===== config.mk =====
export PLATFORM = sky130hd
export DESIGN_NAME = adder
export DESIGN_NICKNAME = d
export VERILOG_FILES = /design/src/rtl/adder_pkg.sv /design/src/rtl/adder_full_adder.sv /design/src/rtl/adder.sv
export SDC_FILE = /design/constraint.sdc
export NUM_CORES = 1
export LEC_CHECK = 0
export ABC_CLOCK_PERIOD_IN_PS = 800
export CAP_MARGIN = 15
export CORE_MARGIN = 1
export CORE_UTILIZATION = 25
export CTS_CLUSTER_SIZE = 30
export DETAILED_ROUTE_END_ITERATION = 10
export PLACE_DENSITY = 0.6
export SYNTH_ARGS = -nofsm -noshare
export SYNTH_HDL_FRONTEND = slang
export SYNTH_HIERARCHICAL = 1
export SYNTH_SLANG_ARGS = --single-unit

===== constraint.sdc =====
create_clock -name clk -period 0.8 [get_ports clk]
set_input_delay 0.16 -clock clk [delete_from_list [all_inputs] [get_ports clk]]
set_output_delay 0.16 -clock clk [all_outputs]
set_load 0.05 [all_outputs]

===== src/rtl/adder_pkg.sv =====
// Shared constants and types for the registered ripple-carry adder.
// The sum is one bit wider than the operands so the carry-out is never lost.
package adder_pkg;

    localparam int DATA_WIDTH = 8;
    localparam int SUM_WIDTH  = DATA_WIDTH + 1;

    typedef logic [DATA_WIDTH-1:0] operand_t;
    typedef logic [SUM_WIDTH-1:0]  sum_t;

endpackage


===== src/rtl/adder_full_adder.sv =====
// Single-bit full-adder cell; one cell per bit position of the ripple chain.
module full_adder (
    input  logic a,
    input  logic b,
    input  logic cin,
    output logic s,
    output logic cout
);

    assign s    = a ^ b ^ cin;
    assign cout = (a & b) | (a & cin) | (b & cin);

endmodule


===== src/rtl/adder.sv =====
// Registered unsigned two-operand adder built from a ripple chain of full adders.
// The final carry becomes the result MSB, and the output is registered so in1/in2 never reach out combinationally.
module adder #(
    parameter int DATA_WIDTH = adder_pkg::DATA_WIDTH
) (
    input  logic                  clk,
    input  logic                  rst,
    input  logic [DATA_WIDTH-1:0] in1,
    input  logic [DATA_WIDTH-1:0] in2,
    output logic [DATA_WIDTH:0]   out
);

    logic [DATA_WIDTH:0]   carry;
    logic [DATA_WIDTH-1:0] sum;

    assign carry[0] = 1'b0;

    for (genvar i = 0; i < DATA_WIDTH; i++) begin : g_bit
        full_adder u_fa (
            .a    (in1[i]),
            .b    (in2[i]),
            .cin  (carry[i]),
            .s    (sum[i]),
            .cout (carry[i+1])
        );
    end

    // Reset clears the result immediately and discards any sum in flight.
    always_ff @(posedge clk or posedge rst) begin
        if (rst) begin
            out <= '0;
        end else begin
            out <= {carry[DATA_WIDTH], sum};
        end
    end

endmodule


**After elaboration in Yosys (flattened, before gate mapping)**

Cells that the tools add are included.

- Bits in registers: 9
- Output and inout port bits: 9
- Logic and storage cells: 52

- Bitwise logic cells: 51

Operator list:

| cell | count |
|---|---|
| $and A1 B1 Y1 | 22 |
| $xor A1 B1 Y1 | 15 |
| $or A1 B1 Y1 | 14 |

**Logic depth before layout (Yosys ltp)**

- Word-level depth: 22
- Mapped depth: 8
- Gate-level depth less buffers: 8

**By module**

Netlist, hierarchy kept.

Modules (own cells, without submodules):

| module | instances | cells each | area each (um2) | sequential area each (um2) |
|---|---|---|---|---|
| adder | 1 | 11 | 232.7 | 225.2 |
| full_adder | 8 | 1 | 20.0 | 0.0 |

**Worst setup path after synthesis**

OpenSTA, ideal clock, no wires.

- Path kind: input-to-reg
- Start point: in in1[0]
- End point: reg out[7]
- Arrival: 3.275 ns
- Setup slack: -2.610 ns
- Cell stages on the path: 8
- Buffers on the path: 0
- Cells stage by stage: fa_1 > fa_1 > fa_1 > fa_1 > fa_1 > fa_1 > fa_1 > fa_1

- Longest elaborated chain between the ends: 20

Ends and longest elaborated chain:

| item | RTL line | RTL |
|---|---|---|
| start: declaration | adder.sv:8 | `input logic [DATA_WIDTH-1:0] in1,` |
| $and A1 B1 Y1 * | adder_full_adder.sv:11 | `assign cout = (a & b) \| (a & cin) \| (b & cin);` |
| $and A1 B1 Y1 | adder_full_adder.sv:11 |  |
| $or A1 B1 Y1 | adder_full_adder.sv:11 |  |
| $or A1 B1 Y1 * | adder_full_adder.sv:11 |  |
| net carry[2] | adder.sv:13 | `logic [DATA_WIDTH:0] carry;` |
| $and A1 B1 Y1 | adder_full_adder.sv:11 |  |
| $or A1 B1 Y1 | adder_full_adder.sv:11 |  |
| $or A1 B1 Y1 * | adder_full_adder.sv:11 |  |
| net carry[3] | adder.sv:13 |  |
| (+3 left out) | n/a |  |
| net carry[4] | adder.sv:13 |  |
| (+3 left out) | n/a |  |
| net carry[5] | adder.sv:13 |  |
| (+2 left out) | n/a |  |
| $or A1 B1 Y1 * | adder_full_adder.sv:11 |  |
| net carry[6] | adder.sv:13 |  |
| $and A1 B1 Y1 | adder_full_adder.sv:11 |  |
| $or A1 B1 Y1 | adder_full_adder.sv:11 |  |
| $or A1 B1 Y1 * | adder_full_adder.sv:11 |  |
| net carry[7] | adder.sv:13 |  |
| $xor A1 B1 Y1 * | adder_full_adder.sv:10 | `assign s = a ^ b ^ cin;` |
| net sum[7] | adder.sv:14 | `logic [DATA_WIDTH-1:0] sum;` |
| end signal: assignment | adder.sv:33 | `out <= {carry[DATA_WIDTH], sum};` |
| end: declaration | adder.sv:10 | `output logic [DATA_WIDTH:0] out` |

Mark *: on every way through the listed nets, which the timed path passes. The rest lies on a longest branch.

**Worst setup path after layout**

- Start point: in in2[0]
- End point: reg out[7]

- Longest elaborated chain between the ends: 20

Ends and longest elaborated chain:

| item | RTL line | RTL |
|---|---|---|
| start: declaration | adder.sv:9 | `input logic [DATA_WIDTH-1:0] in2,` |
| $and A1 B1 Y1 * | adder_full_adder.sv:11 |  |
| net carry[1] | adder.sv:13 |  |
| $and A1 B1 Y1 | adder_full_adder.sv:11 |  |
| $or A1 B1 Y1 | adder_full_adder.sv:11 |  |
| $or A1 B1 Y1 * | adder_full_adder.sv:11 |  |
| net carry[2] | adder.sv:13 |  |
| $and A1 B1 Y1 | adder_full_adder.sv:11 |  |
| $or A1 B1 Y1 | adder_full_adder.sv:11 |  |
| (+1 left out) | n/a |  |
| net carry[3] | adder.sv:13 |  |
| (+3 left out) | n/a |  |
| net carry[4] | adder.sv:13 |  |
| (+3 left out) | n/a |  |
| net carry[5] | adder.sv:13 |  |
| (+2 left out) | n/a |  |
| $or A1 B1 Y1 * | adder_full_adder.sv:11 |  |
| net carry[6] | adder.sv:13 |  |
| $and A1 B1 Y1 | adder_full_adder.sv:11 |  |
| $or A1 B1 Y1 | adder_full_adder.sv:11 |  |
| $or A1 B1 Y1 * | adder_full_adder.sv:11 |  |
| net carry[7] | adder.sv:13 |  |
| $xor A1 B1 Y1 * | adder_full_adder.sv:10 |  |
| net sum[7] | adder.sv:14 |  |

Marked as above.

==> impl_results.md <==
* Status: finished, violations left
* Failing checks: negative setup slack
* Crit. path cell count at 9
* CP bufs+invs at 1
* Startpoint types: input pin
* GRT Util Overall at 9.95%
* Worst path cell trace: buf_6, fa_2, fa_2, fa_2, fa_2, fa_2, fa_2, fa_2, fa_1
* H-Tree Depth at 1
* Core box area at 0.00138 mm2
* Antenna-violating nets left at 0
* Slew Limit Fails at 0
* Worst path most repeated cell: fa_2
* Crit Path Class: input pin to flop
* Endpoints failing hold at 0
* Sum of negative setup slack at -11.92 ns
* Synth Warn # at 6
* Period minus WS final at 3.02 ns
* RSZ-0062 raised after global routing: true
* Root Driver: clkbuf_4
* Synth Net Count at 45
* Critical Path RT at 0.92 ns
* Top reg by flops: out
* Fin cells at 64
* Footprint of the multi-input gates at 181 um2
* CTS tree: done
* Tcrit/Tclk final at 377%
* Routed wire length per instance at 11.4 um
* Worst hold path class: input pin to async pin
* CTS Buf Count at 3
* I/O Pins at 27
* Yosys cell types at 4
* Fill cells at 106
* Delay-heaviest family, CP: adder cells
* Synthesis-to-layout area growth at 104%
* Leakage power at 0.000340 uW
* Max clock buf depth at 2
* Largest regs: out (9)
* Max FO, Critical Path at 1
* Final setup margin at -2.22 ns
* Via density at 4.06
* Drt drc at 0
* Number of global-route vias before repair at 329
* CP arrival at 3.14 ns
* Cell Area, Synth at 393 um2
* # Max-Cap Violations at 0
* Postcts setup bufs at 0
* Pin count of the biggest net entering global routing at 10
* Final GP Congestion at 0.612
* Crit path capture type: flop
* Via count at 260
* Reg area at 225 um2
* Detail Placement HPWL at 671 um
* Gate Count Post-Synth at 19
* Die width at 41.6 um
* Number of clock sinks at 9
* Final setup fails at 17
* Diode count at 0
* Rows at 13
* Iteration count of the initial detailed-routing pass at 2
* FMAX at 331 MHz
* Initial antenna violation count at 0
* First-pass GRT wire length at 1260 um
* Post-Place Cells at 60
* Critical Path Start: in2[0]
* Syn avg cell area at 20.7 um2
* Pwr Density at 2210 mW/mm2
* GRT Residual Overflow at 0
* Die ar. at 0.00173 mm2
* Seq/Total Area, Yosys at 57.3%
* Initial Util at 28.4%
* Die height at 41.6 um
* IO buf count at 26
* Critical Path Max Stage Delay at 0.44 ns
* Yosys reg bits at 9
* Clock Pin Slew Worst Setup and Hold Paths at 0.06 ns
* Critical Path Sink: out[7]
* DRT iter0 DRCs at 1
* WL final at 727 um
* Max reg flops at 9
* Final core occ at 57.9%
* Critical-path top delay cell: fa_1
* Nets at 76
* VDD IR-drop max at 0.000907 V
* Share of cells above drive strength 1 at 44.9%
[synthesized netlist by cell type]
cell,instances,area [um2]
fa_1,8,160
dfrtp_1,9,225
conb_1,1,3.75
inv_1,1,3.75
[where the power goes]
group | total (uW) | switching [uW] | internal [uW]
clock | 331 | 148 | 184
sequential | 607 | 68.0 | 539
combinational | 832 | 404 | 427
[layer usage]
| metal | GRT usage [%] | vias to the layer above | part of all wire (%) | wire length [um] |
|---|---|---|---|---|
| li1 | - | 113 | - | - |
| met1 | 8.57 | 131 | 30 | 220 |
| met2 | 18.1 | 14 | 61 | 447 |
| met3 | 3.48 | 2 | 5.9 | 43 |
| met4 | 7.74 | 0 | 2.1 | 15 |
| met5 | 0 | - | 0 | 0 |
[layout make-up]
class | instances | area share [%]
multi-input cells | 9 | 22.7
inverters | 1 | 0.469
repair buffers | 26 | 43.0
flip-flops and latches | 9 | 28.1
clock buffers | 3 | 2.81
well taps | 15 | 2.34
clock inverters | 1 | 0.625
[through the flow]
stage / setup slack (ns) / total power, uW / cell area, um2 / hold WS, ns
2_1_floorplan: -2.34 / 939 / 410 / -0.0121
3_3_place_gp: -2.85 / 1450 / 779 / 0.427
3_5_place_dp: -2.88 / 1470 / 779 / 0.439
4_1_cts: -2.36 / 1800 / 801 / 0.171
5_1_grt: -2.28 / 1860 / 801 / 0.189
6_report: -2.22 / 1770 / 801 / 0.161
[cell families after synthesis]
| logic type | count (synthesis) | synth area share [%] |
|---|---|---|
| adder cells (fa/ha/maj) | 8 | 40.8 |
| buffers and inverters | 1 | 0.954 |
| flip-flops | 9 | 57.3 |
| other | 1 | 0.954 |
[how the worst min path moves through the flow]
stage | start | end | slack (ns) | cells past startpoint
finish | rst | out[2] | 0.16 | 2
global placement | rst | out[4] | 0.43 | 2
floorplan | rst | out[0] | -0.01 | 1
global route | rst | out[2] | 0.19 | 2
CTS | rst | out[4] | 0.17 | 2
detailed placement | rst | out[0] | 0.44 | 2
[cells in the final DEF, fill, tap and decap left out, drive strengths merged]
master,count
buf,11
inv,1
fa,8
dfrtp,9
clkinv,1
dlygate4sd2,2
clkbuf,3
clkdlybuf4s50,13
conb,1
[timing repair]
item                       in CTS  in global routing
hold buffers                    0                  0
pin swaps                       8                  7
resized for setup              11                  0
setup endpoints to repair      18                 17
No activity file was read; power rests on OpenSTA's default activity.
==> variant, RTL diff (same settings) <==
The package constant `DATA_WIDTH` goes from 8 to 9.
--- a/src/rtl/adder_pkg.sv
+++ b/src/rtl/adder_pkg.sv
@@ -2,7 +2,7 @@
 // The sum is one bit wider than the operands so the carry-out is never lost.
 package adder_pkg;
 
-    localparam int DATA_WIDTH = 8;
+    localparam int DATA_WIDTH = 9;
     localparam int SUM_WIDTH  = DATA_WIDTH + 1;
 
     typedef logic [DATA_WIDTH-1:0] operand_t;
Interface: changed (resized in1, in2 and out); port bits go from 27 to 30. No check against the original RTL was run, so the function may have changed too.
==> variant against the original RTL <==
- the flow still finishes with violations (negative setup slack)
- routed wire length rose by 30%
- sequential power rose by 12%
- global-route usage rose by 1.5 points
- via count rose by 11%
- hold slack improved by 42 ps
- total power rose by 11%
- sequential cell count rose by 1
- worst setup slack got worse by 400 ps
- area after synthesis rose by 11%
- fmax fell by 12%
- cell count rose by 9.4%
- cell area rose by 14%
- clock power fell by 5%
- largest cell class unchanged
- highest routed layer unchanged
==> variant: results (changes against the original RTL) <==
[metrics] violations in the final reports: negative setup slack (unchanged)
[metrics] maximum number of pins on one net before global-route repair: 11 (was 10)
[metrics] area share of the largest cell type after synthesis: 0.571 (was 0.573)
[metrics] leakage power: 0.381 nW (was 0.340 nW)
[metrics] initial antenna violation count: 0 (unchanged)
[metrics] first-pass GRT wire length: 1.40 mm (was 1.26 mm)
[metrics] Largest regs: out (10) (was out (9))
[metrics] share of cells above drive strength 1: 0.444 (was 0.449)
[metrics] vias after detailed routing: 289 (was 260)
[metrics] port bufs: 29 (was 26)
[metrics] final setup violation count: 19 (was 17)
[metrics] post-detailed-placement half-perimeter wirelength: 883 microns (was 671 microns)
[metrics] Inst Count DP: 67 (was 60)
[metrics] starting DRC count in detailed routing: 5 (was 1)
[metrics] Mapped Cells: 21 (was 19)
[metrics] part of the Yosys area used for sequential elements: 0.571 (was 0.573)
[metrics] root buf cell: sky130_fd_sc_hd__clkbuf_4 (unchanged)
[metrics] number of detailed-route iterations in the first pass: 6 (was 2)
[metrics] cts bufs inserted: 3 (unchanged)
[metrics] hold slack final: 203 ps (was 161 ps)
[metrics] class of the most critical hold timing path: in2reg (was in2async)
[metrics] Avg WL per Cell: 13.5 microns (was 11.4 microns)
[metrics] weighted congestion reported at the end of routability-driven placement: 0.675 (was 0.612)
[metrics] via count of the first global-routing pass: 319 (was 329)
[metrics] count of synthesis-stage warnings from yosys: 6 (unchanged)
[metrics] Synth top cells by count: 10 x sky130_fd_sc_hd__dfrtp_1, 9 x sky130_fd_sc_hd__fa_1, 1 x sky130_fd_sc_hd__conb_1, 1 x sky130_fd_sc_hd__inv_1 (was 9 x sky130_fd_sc_hd__dfrtp_1, 8 x sky130_fd_sc_hd__fa_1, 1 x sky130_fd_sc_hd__conb_1, 1 x sky130_fd_sc_hd__inv_1)
[metrics] net switching power figure: 0.686 mW (was 0.620 mW)
[metrics] CTS H-Tree Depth: 1 (unchanged)
[metrics] Post-layout nets: 85 (was 76)
[metrics] arrival time of the worst setup path: 3550 ps (was 3140 ps)
[metrics] maximum clock insertion buffer count: 2 (unchanged)
[metrics] Synth area leaders: sky130_fd_sc_hd__dfrtp_1 57%, sky130_fd_sc_hd__fa_1 41%, sky130_fd_sc_hd__conb_1 0.86% (was sky130_fd_sc_hd__dfrtp_1 57%, sky130_fd_sc_hd__fa_1 41%, sky130_fd_sc_hd__conb_1 0.96%)
[metrics] post-layout instance count excluding filler cells: 70 (was 64)
[metrics] setup ws final: -2620 ps (was -2220 ps)
[metrics] final antenna diode count: 0 (unchanged)
[metrics] largest fanout on the critical path: 1 (unchanged)
[metrics] most instantiated flip-flop cell in the synthesis netlist: sky130_fd_sc_hd__dfrtp_1 (unchanged)
[metrics] run status: finished, violations left (unchanged)
[metrics] global router's overall resource usage: 0.114 (was 0.0995)
[metrics] worst vdd rail ir drop: 750 uV (was 907 uV)
[metrics] Synth async-reset ratio: 1.00 (unchanged)
[metrics] Synthesized Nets: 50 (was 45)
variant: metrics by stage:
stage / setup TNS, ps / total power [mW] / utilization / worst slack (ps) / cell area (sq um)
detailed placement: -20340 / 1.67 / 0.563 / -3280 / 888
finish: -15380 / 1.96 / 0.579 / -2620 / 912
CTS: -16170 / 2.00 / 0.579 / -2770 / 912
global placement: -19590 / 1.63 / 0.563 / -3200 / 888
global route: -15800 / 2.04 / 0.579 / -2650 / 912
floorplan: -14750 / 1.05 / - / -2680 / 458
variant: critical path, cell delays in order:
cell,delay [ps]
sky130_fd_sc_hd__buf_6,100
sky130_fd_sc_hd__fa_2,370
sky130_fd_sc_hd__fa_2,370
sky130_fd_sc_hd__fa_2,360
sky130_fd_sc_hd__fa_2,340
sky130_fd_sc_hd__fa_2,350
sky130_fd_sc_hd__fa_2,350
sky130_fd_sc_hd__fa_2,350
sky130_fd_sc_hd__fa_2,350
sky130_fd_sc_hd__fa_1,450
variant: per-layer routing:
layer / global-route usage / routed length (microns) / up-vias
met5: 0 / 0 / -
met2: 0.209 / 594 / 18
met4: 0.109 / 26 / 0
met1: 0.0962 / 282 / 141
met3: 0.0292 / 45 / 4
li1: - / - / 126
variant: cell type report:
type,instances,area [sq um]
Clock buffer,3,22.5
Fill cell,123,664
Inverter,1,3.75
Multi-Input combinational cell,10,204
Sequential cell,10,250
Tap cell,16,20.0
Timing Repair Buffer,30,412
variant: power groups by stage:
stage                     combinational, mW  clock, mW  sequential, mW
after global routing                  0.999      0.358           0.687
final                                 0.964      0.316           0.679
after detailed placement              0.974          0           0.691
after CTS                             0.978      0.336           0.682
after floorplan                      0.0821          0           0.969
after global placement                0.952          0           0.683
variant: logic make-up (layout without fill, tap and decap cells):
logic type                 after synthesis  in the layout  share of synthesized area
adders and majority gates                9              9                      0.411
other                                    1              1                    0.00856
buffers and inverters                    1             34                    0.00856
DFF                                     10             10                      0.571
variant: worst paths after layout:
| path | startpoint | endpoint | depth (start not counted) |
|---|---|---|---|
| worst max-delay path | in2[0] | out[8] | 10 |
| worst min-delay path | in1[0] | out[0] | 2 |
| max in group asynchronous | rst | out[4] | 3 |
| min in group asynchronous | rst | out[7] | 3 |
variant: what timing repair did:
action | in CTS | in global routing
resized for setup | 11 | 0
setup endpoints to repair | 20 | 19
setup buffers | 0 | 0
pin swaps | 9 | 7
